--- src/rtl/smi_dir_turnaround_if.sv ---
// SMI direction-turnaround bus bundle: raw direction pin in, gated enables and diagnostics out.
// Latency: none (wires only); the controller registers every output it drives here.
// Backpressure: none; the pin is a level and the outputs are levels, pulses and counters.
//
// Signals:
//   i_dir_raw     pin-side async direction request (1 = FPGA drives, 0 = host drives)
//   o_dir         accepted direction
//   o_rx_en       receive path enabled / pads tristated
//   o_tx_en       FPGA drives the data pads
//   o_busy        controller not in its steady state
//   o_dir_changed one-cycle pulse per committed direction change
//   o_glitch_cnt  rejected requests, saturating
//   o_change_cnt  committed changes, wrapping
// master = pin/host side and register-file consumer, slave = the turnaround controller.
interface smi_dir_turnaround_if #(
    parameter int CNT_W = 16
);
    logic             i_dir_raw;
    logic             o_dir;
    logic             o_rx_en;
    logic             o_tx_en;
    logic             o_busy;
    logic             o_dir_changed;
    logic [CNT_W-1:0] o_glitch_cnt;
    logic [CNT_W-1:0] o_change_cnt;

    modport master (
        output i_dir_raw,
        input  o_dir,
        input  o_rx_en,
        input  o_tx_en,
        input  o_busy,
        input  o_dir_changed,
        input  o_glitch_cnt,
        input  o_change_cnt
    );

    modport slave (
        input  i_dir_raw,
        output o_dir,
        output o_rx_en,
        output o_tx_en,
        output o_busy,
        output o_dir_changed,
        output o_glitch_cnt,
        output o_change_cnt
    );
endinterface

--- src/rtl/smi_dir_turnaround.sv ---
// Glitch-filtered, break-before-make direction turnaround for the SMI data pads.
// Latency: pin edge to enables dropping is 1+FILTER_CYCLES edges, new direction after GUARD_CYCLES more.
// Backpressure: none; a direction request that reverts during the guard window still completes.
//
// Ports:
//   i_sys_clk  system clock
//   i_rst_b    asynchronous active-low reset
//   smi        slave side of smi_dir_turnaround_if (raw pin in, enables/status/counters out)
module smi_dir_turnaround #(
    parameter int FILTER_CYCLES = 8,
    parameter int GUARD_CYCLES  = 4,
    parameter int CNT_W         = 16
) (
    input  logic                   i_sys_clk,
    input  logic                   i_rst_b,
    smi_dir_turnaround_if.slave    smi
);

    // One counter serves both the qualification window and the guard windows,
    // since only one of them is ever running.
    localparam int MAXC = (FILTER_CYCLES > GUARD_CYCLES) ? FILTER_CYCLES : GUARD_CYCLES;
    localparam int CW   = $clog2(MAXC + 1);
    localparam logic [CW-1:0] F_LAST = CW'(FILTER_CYCLES - 1);
    localparam logic [CW-1:0] G_LAST = CW'(GUARD_CYCLES - 1);

    typedef enum logic [1:0] {
        GUARD_INIT = 2'd0,
        STABLE     = 2'd1,
        QUALIFY    = 2'd2,
        DRAIN      = 2'd3
    } state_t;

    state_t           state_q, state_d;
    logic [CW-1:0]    cnt_q, cnt_d;

    logic             sync1_q, sync2_q;
    logic             mismatch;

    logic             dir_q, dir_d;
    logic             rx_en_q, rx_en_d;
    logic             tx_en_q, tx_en_d;
    logic             busy_q, busy_d;
    logic             chg_q, chg_d;
    logic [CNT_W-1:0] glitch_q, glitch_d;
    logic [CNT_W-1:0] change_q, change_d;

    // Two-flop synchronizer for the asynchronous pin.
    always_ff @(posedge i_sys_clk or negedge i_rst_b) begin
        if (!i_rst_b) begin
            sync1_q <= 1'b0;
            sync2_q <= 1'b0;
        end else begin
            sync1_q <= smi.i_dir_raw;
            sync2_q <= sync1_q;
        end
    end

    assign mismatch = (sync2_q != dir_q);

    // State register.
    always_ff @(posedge i_sys_clk or negedge i_rst_b) begin
        if (!i_rst_b) begin
            state_q <= GUARD_INIT;
            cnt_q   <= '0;
        end else begin
            state_q <= state_d;
            cnt_q   <= cnt_d;
        end
    end

    // Next-state logic.
    always_comb begin
        state_d = state_q;
        cnt_d   = cnt_q;
        unique case (state_q)
            GUARD_INIT: begin
                if (cnt_q == G_LAST) begin
                    state_d = STABLE;
                    cnt_d   = '0;
                end else begin
                    cnt_d = cnt_q + 1'b1;
                end
            end
            STABLE: begin
                if (mismatch) begin
                    // With a one-cycle filter the first mismatching cycle already qualifies.
                    if (FILTER_CYCLES == 1) begin
                        state_d = DRAIN;
                        cnt_d   = '0;
                    end else begin
                        state_d = QUALIFY;
                        cnt_d   = CW'(1);
                    end
                end
            end
            QUALIFY: begin
                if (!mismatch) begin
                    state_d = STABLE;
                    cnt_d   = '0;
                end else if (cnt_q == F_LAST) begin
                    // This edge is the one on which the count reaches FILTER_CYCLES.
                    state_d = DRAIN;
                    cnt_d   = '0;
                end else begin
                    cnt_d = cnt_q + 1'b1;
                end
            end
            DRAIN: begin
                // The pin is deliberately ignored here: the change is committed.
                if (cnt_q == G_LAST) begin
                    state_d = STABLE;
                    cnt_d   = '0;
                end else begin
                    cnt_d = cnt_q + 1'b1;
                end
            end
            default: begin
                state_d = GUARD_INIT;
                cnt_d   = '0;
            end
        endcase
    end

    // Output logic: next values of the registered outputs, keyed on the transition taken.
    always_comb begin
        dir_d    = dir_q;
        rx_en_d  = rx_en_q;
        tx_en_d  = tx_en_q;
        chg_d    = 1'b0;
        glitch_d = glitch_q;
        change_d = change_q;
        busy_d   = (state_d != STABLE);
        unique case (state_q)
            GUARD_INIT: begin
                if (state_d == STABLE) begin
                    rx_en_d = ~dir_q;
                    tx_en_d = dir_q;
                end
            end
            STABLE: begin
                if (state_d == DRAIN) begin
                    rx_en_d = 1'b0;
                    tx_en_d = 1'b0;
                end
            end
            QUALIFY: begin
                if (state_d == STABLE) begin
                    if (glitch_q != {CNT_W{1'b1}}) begin
                        glitch_d = glitch_q + 1'b1;
                    end
                end else if (state_d == DRAIN) begin
                    rx_en_d = 1'b0;
                    tx_en_d = 1'b0;
                end
            end
            DRAIN: begin
                if (state_d == STABLE) begin
                    dir_d    = ~dir_q;
                    rx_en_d  = dir_q;
                    tx_en_d  = ~dir_q;
                    chg_d    = 1'b1;
                    change_d = change_q + 1'b1;
                end
            end
            default: begin
                rx_en_d = 1'b0;
                tx_en_d = 1'b0;
            end
        endcase
    end

    // Output registers. Both enables reset low so the pads are never driven
    // against the host while reset is asserted or just released.
    always_ff @(posedge i_sys_clk or negedge i_rst_b) begin
        if (!i_rst_b) begin
            dir_q    <= 1'b0;
            rx_en_q  <= 1'b0;
            tx_en_q  <= 1'b0;
            busy_q   <= 1'b1;
            chg_q    <= 1'b0;
            glitch_q <= '0;
            change_q <= '0;
        end else begin
            dir_q    <= dir_d;
            rx_en_q  <= rx_en_d;
            tx_en_q  <= tx_en_d;
            busy_q   <= busy_d;
            chg_q    <= chg_d;
            glitch_q <= glitch_d;
            change_q <= change_d;
        end
    end

    assign smi.o_dir         = dir_q;
    assign smi.o_rx_en       = rx_en_q;
    assign smi.o_tx_en       = tx_en_q;
    assign smi.o_busy        = busy_q;
    assign smi.o_dir_changed = chg_q;
    assign smi.o_glitch_cnt  = glitch_q;
    assign smi.o_change_cnt  = change_q;

    // Bus contention guard: receive and transmit must never be enabled together.
    a_no_contention: assert property (@(posedge i_sys_clk) !(rx_en_q && tx_en_q));

endmodule

--- src/flat_wrapper.sv ---
// flat-port wrapper written by rule: the top's interface ports become plain ports
module smi_dir_turnaround_flat 
#(
    parameter int FILTER_CYCLES = 8,
    parameter int GUARD_CYCLES  = 4,
    parameter int CNT_W         = 16
)
  (i_sys_clk, i_rst_b, smi_i_dir_raw, smi_o_dir, smi_o_rx_en, smi_o_tx_en, smi_o_busy, smi_o_dir_changed, smi_o_glitch_cnt, smi_o_change_cnt);
  smi_dir_turnaround_if #(.CNT_W(CNT_W)) smi_i ();
  input  logic i_sys_clk;
  input  logic i_rst_b;
  input wire logic [$bits(smi_i.i_dir_raw)-1:0] smi_i_dir_raw;
  output wire logic [$bits(smi_i.o_dir)-1:0] smi_o_dir;
  output wire logic [$bits(smi_i.o_rx_en)-1:0] smi_o_rx_en;
  output wire logic [$bits(smi_i.o_tx_en)-1:0] smi_o_tx_en;
  output wire logic [$bits(smi_i.o_busy)-1:0] smi_o_busy;
  output wire logic [$bits(smi_i.o_dir_changed)-1:0] smi_o_dir_changed;
  output wire logic [$bits(smi_i.o_glitch_cnt)-1:0] smi_o_glitch_cnt;
  output wire logic [$bits(smi_i.o_change_cnt)-1:0] smi_o_change_cnt;
  assign smi_i.i_dir_raw = smi_i_dir_raw;
  assign smi_o_dir = smi_i.o_dir;
  assign smi_o_rx_en = smi_i.o_rx_en;
  assign smi_o_tx_en = smi_i.o_tx_en;
  assign smi_o_busy = smi_i.o_busy;
  assign smi_o_dir_changed = smi_i.o_dir_changed;
  assign smi_o_glitch_cnt = smi_i.o_glitch_cnt;
  assign smi_o_change_cnt = smi_i.o_change_cnt;
  smi_dir_turnaround #(.FILTER_CYCLES(FILTER_CYCLES), .GUARD_CYCLES(GUARD_CYCLES), .CNT_W(CNT_W)) u_core (.i_sys_clk(i_sys_clk), .i_rst_b(i_rst_b), .smi(smi_i));
endmodule
--- config.mk ---
export PLATFORM = sky130hd
export DESIGN_NAME = smi_dir_turnaround_flat
export DESIGN_NICKNAME = d
export VERILOG_FILES = /design/src/rtl/smi_dir_turnaround_if.sv /design/src/rtl/smi_dir_turnaround.sv /design/src/flat_wrapper.sv
export SDC_FILE = /design/constraint.sdc
export NUM_CORES = 1
export LEC_CHECK = 0
export ABC_CLOCK_PERIOD_IN_PS = 4700
export BUFFER_PORTS_ARGS = -buffer_cell sky130_fd_sc_hd__clkbuf_2
export CAP_MARGIN = 10
export CORE_UTILIZATION = 55
export CTS_BUF_LIST = sky130_fd_sc_hd__clkbuf_8
export DETAILED_ROUTE_END_ITERATION = 7
export GPL_TIMING_DRIVEN = 0
export PLACE_DENSITY = 0.81
export SYNTH_ARGS = -nofsm -noshare
export SYNTH_HDL_FRONTEND = slang
export SYNTH_SLANG_ARGS = --single-unit
--- constraint.sdc ---
create_clock -name i_sys_clk -period 4.7 [get_ports i_sys_clk]
set_input_delay 0.235 -clock i_sys_clk [delete_from_list [all_inputs] [get_ports i_sys_clk]]
set_output_delay 0.235 -clock i_sys_clk [all_outputs]
set_load 0.03 [all_outputs]
* Word level (Yosys, flattened, before mapping) *
Index checks and enable logic that the tools add are counted.

storage, ports and cells
  logic and storage cells = 54
  output and inout bits = 37
  flip-flop bits (word level) = 45
  input port bits = 3

operators by class
  equality and inequality tests = 14
  mux-type cells = 20
  $add $sub $neg = 3
  reductions and logical operators = 5
  bitwise logic cells = 1

operators by type and width
  operator               count
  $add 16x1->16 const B  2
  $mux 4                 4
  $ne 16x16->1 const B   1
  $pmux 4 s3             1
  $mux 1                 8
  $mux 2                 4
  $ne 2x1->1 const B     4
  $pmux 1 s4             2
  $eq 2x2->1 const B     3
  $pmux 2 s3             1
  $reduce_and 3->1       2
  $add 4x1->4 const B    1
  $eq 2x1->1 const B     2
  $eq 4x2->1 const B     1
  $eq 4x3->1 const B     1
  $logic_not 2->1        1
  $ne 2x2->1 const B     1
  $reduce_and 2->1       1
  $reduce_or 2->1        1
  $ne 1x1->1             1
  $not 1->1              1

* Longest topological paths before layout *
  word-level depth = 8
  depth in mapped cells = 9
  depth with buffers taken out = 7

* Worst setup path after synthesis *
OpenSTA, ideal clock, no wires.

  path type = reg-to-reg
  from = reg u_core.state_q[0]
  to = reg u_core.glitch_q[1], in the netlist u_core.smi.o_glitch_cnt[1]
  stages on the path, launching flop included = 8
  slack = 2.386 ns
  setup time = 0.125 ns
  period minus slack after synthesis = 2.314 ns
  data arrival time = 2.189 ns
  required time = 4.575 ns
  path buffers = 0
  cell sequence = dfrtp_1 -> inv_1 -> ha_1 -> nor4b_1 -> nor4b_1 -> a211oi_4 -> nand3_2 -> mux2_4

on the way
  cells in the longest elaborated chain, start to end = 5
  elaborated cells between the ends (all ways) = 12
  those cells by class = eq/ne (4); mux (5); reduce/logical (3)

RTL lines
  what                                                        RTL line                   RTL
  from (decl)                                                 smi_dir_turnaround.sv:33   state_t state_q, state_d;
  from (signal assigned)                                      smi_dir_turnaround.sv:66   state_q <= state_d;
  $eq 2x2->1, or another cell as far along                    smi_dir_turnaround.sv:75   unique case (state_q)
  $reduce_or 2->1 (no line) / $mux 2 (equally long branches)  -
  $pmux 2 s3                                                  smi_dir_turnaround.sv:75
  $eq 2x1->1                                                  smi_dir_turnaround.sv:147  if (state_d == STABLE) begin
  $reduce_and 3->1 (no line) *                                -
  to (signal assigned)                                        smi_dir_turnaround.sv:189  glitch_q <= glitch_d;
  to (decl)                                                   smi_dir_turnaround.sv:44   logic [CNT_W-1:0] glitch_q, glitch_d;

Every way passes the cells marked *; elsewhere a longest branch is shown, timed or not.
A chain may end at the register's enable or synchronous reset.

* Final worst setup path *
Ends and elaborated chain as after synthesis.

==> results.md <==
- NumNets Final: 270
- Cell variety after synth: 44
- DRC: 0
- I/O Buffers: 39
- Layout area overhead: 16.0%
- Cell depth of the worst flop-to-flop path: 7
- Largest fanout on the critical path: 10
- Clock sink count: 45
- Final slew viol count: 0
- CP Class: reg2reg
- Post-detail-place hpwl: 3130 um
- Worst IR drop on VDD: 0.300 mV
- Reg-to-reg startpoint: u_core.state_q[0]
- Commonest cells post-synth: dfrtp_1, xnor2_1, nand4_1, nand3_1, and3_1
- Post-synthesis async set-or-reset flop share: 100%
- Largest net degree at the start of global routing: 46
- Total grt overflow: 0
- Ys flop type: dfrtp_1
- PostCTS Resize Cnt: 0
- CTS clk-pin slew, worst paths: 0.08 ns
- Setup crit end kind: flop
- Layout cell share with drive strength beyond 1: 25.8%
- R2R Path End: u_core.smi.o_glitch_cnt[1]
- Static leakage: 1.30 nW
- Hold Crit Start: smi_i_dir_raw
- Crit path launch type: flop
- Post-synth EDFFs: 0
- Die width: 67.3 um
- Critical Path RT: 4.89 ns
- Max Clock Freq: 376 MHz
- Vias/cell: 5.79
- Post-Place Cells: 300
- Gp weighted congestion: 0.775
- Largest area contributor in the netlist: dfrtp_1
- Hold path cells: 1
- Ranking of synthesized cells by area: dfrtp_1, xnor2_1, nand4_1, ha_1, and3_1
- Die H: 67.3 um
- Worst-case hold path end point: u_core.sync1_q
- H-tree Lvls: 2
- Hold Path Class: in2reg
- Final Cycle Share: 56.6%
- WL/cell: 14.3 um
- DR vias: 1795
- CORE AREA: 0.00406 mm2
- Clk Latency, worst-skew pair: 0.30 ns
- Synth warn: 0
- Post-CTS setup buffer count: 0
- Clock buffer depth: 2
- Slew @ Worst Pin: 0.863 ns
- Vias in the first global route: 1621
- Antenna violations before repair: 0
- Global-route wire length before repair: 7400 um
- Antenna viol nets, final: 0
- Fin Setup TNS: 0 ns
- Status: complete, no violations
- Tot GR Track Use: 21.9%
- Post-route minimum period: 2.66 ns
- Hold buffer count at cts: 0
- Register bit count reported by yosys: 45
- Clock Tree Root: clkbuf_8
- Max-Cap Viols: 0
- Top Ports: 40
- Setup-failing EPs final: 0
- Count leader, synth: dfrtp_1
- 1st-pass router iterations: 4
- Die area: 0.00453 mm2
- Cells after Synth: 211
- Flop2flop setup slack: 2.04 ns
- Post-synth net total: 222
- DRC marker count from the first detailed-route iteration: 124
- Skew final: 0.0106 ns
- Relative slew slack: 41.9%
- Synth top area share: 46.9%
- Register area share after synthesis: 48.0%
- Post-Route WL: 4440 um
- Num rows: 23
- Initial Utilization: 57.8%
- Synthesized area: 0.00235 mm2
- Antenna Cells: 0
- Final Hold Vio Count: 0
- Syn avg cell area: 11.1 um2
- CTS tree: done
- Clock buffer count from CTS: 5
- Worst endpoint data arrival time: 2.85 ns
- Finished Layout Cells: 310
- RSZ-0062 raised after global routing: false
- Pwr dens: 525 mW/mm2
[logic make-up (layout without fill, tap and decap cells)]
| logic type | Yosys count | in the layout | synth area share [%] |
|---|---|---|---|
| AND/OR/NAND/NOR | 93 | 93 | 24.1 |
| flip-flops | 45 | 45 | 48.0 |
| XOR/XNOR | 33 | 33 | 12.6 |
| AO/OA/AOI/OAI | 16 | 16 | 5.28 |
| buffers and inverters | 11 | 60 | 3.14 |
| adder cells (fa/ha/maj) | 8 | 8 | 4.26 |
| multiplexers | 5 | 5 | 2.56 |
[cells in the final DEF, fill, tap and decap left out, drive strengths merged, types with 2 or more instances in the layout]
cell type	count
inv	5
clkinvlp	2
a21oi	3
and2	4
mux2	2
ha	8
and3	13
nor2	8
a21o	2
nand3	16
nor3	4
and4	5
buf	7
nand2	9
xnor2	32
nor4	3
nor4b	2
a211oi	3
nor2b	2
or3	2
clkbuf	45
nand4	21
dfrtp	44
a31oi	2
mux2i	3
o21ai	2
[where the power goes]
part           switching, W  total, W  leakage, nW  internal [W]
Clock              0.000134  0.000237       0.0416      0.000103
Combinational      0.000431  0.000684        0.650      0.000253
Sequential        0.0000605  0.000509        0.606      0.000448
Total              0.000626   0.00143         1.30      0.000804
[how the worst max path moves through the flow]
stage                     cells past startpoint         startpoint                           to
after floorplan                               7  u_core.state_q[0]   u_core.smi.o_glitch_cnt[1]
after global placement                        7  u_core.state_q[0]   u_core.smi.o_glitch_cnt[1]
after detailed placement                      7  u_core.state_q[0]   u_core.smi.o_glitch_cnt[1]
after CTS                                     7  u_core.state_q[0]   u_core.smi.o_glitch_cnt[1]
after global routing                          8  u_core.state_q[0]  u_core.smi.o_change_cnt[10]
final                                         7  u_core.state_q[0]   u_core.smi.o_glitch_cnt[1]
[metal layers]
metal	part of all wire, %	vias up	track usage (%)
li1	-	864	-
met1	47	887	29.5
met2	48	39	34.3
met3	3.4	5	4.56
met4	1.4	0	9.04
met5	0	-	0
[stage by stage]
step | hold WS, ns | cell area [um2] | total power [W] | worst slack [ns] | utilization [%]
6_report | 0.0455 | 2720 | 0.00143 | 2.04 | 67.1
5_1_grt | 0.0344 | 2720 | 0.00152 | 1.90 | 67.1
4_1_cts | 0.0399 | 2690 | 0.00143 | 2.06 | 66.4
3_5_place_dp | 0.336 | 2610 | 0.00119 | 2.08 | 64.2
3_3_place_gp | 0.337 | 2610 | 0.00118 | 2.10 | 64.2
2_1_floorplan | -0.0606 | 2350 | 0.00103 | 2.39 | -
[state kept, by name (all words and copies together), names as in the netlist]
register and count:
u_core.state_q 2, u_core.smi.o_dir_changed 1, u_core.smi.o_glitch_cnt 16, u_core.smi.o_tx_en 1
u_core.sync1_q 1, u_core.smi.o_rx_en 1, u_core.sync2_q 1, u_core.smi.o_busy 1
u_core.smi.o_dir 1, u_core.smi.o_change_cnt 16, u_core.cnt_q 4
[cell type report]
class / count / area, um2
fillers: 331 / 1340
clock inverters: 3 / 18.8
multi-input cells: 155 / 1150
well taps: 50 / 62.6
inverters: 4 / 15.0
plain buffers: 7 / 58.8
repair buffers: 41 / 225
flip-flops and latches: 45 / 1130
clock buffers: 5 / 68.8
[worst max-delay path, cell delays in order (launching register included)]
cell and delay, ns:
dfrtp_1 0.49, inv_1 0.10, ha_1 0.39, o31ai_1 0.69, nor2_1 0.20, buf_2 0.25
nand3_2 0.12, mux2_4 0.30
Note: power is estimated with default switching activity, not from simulation.
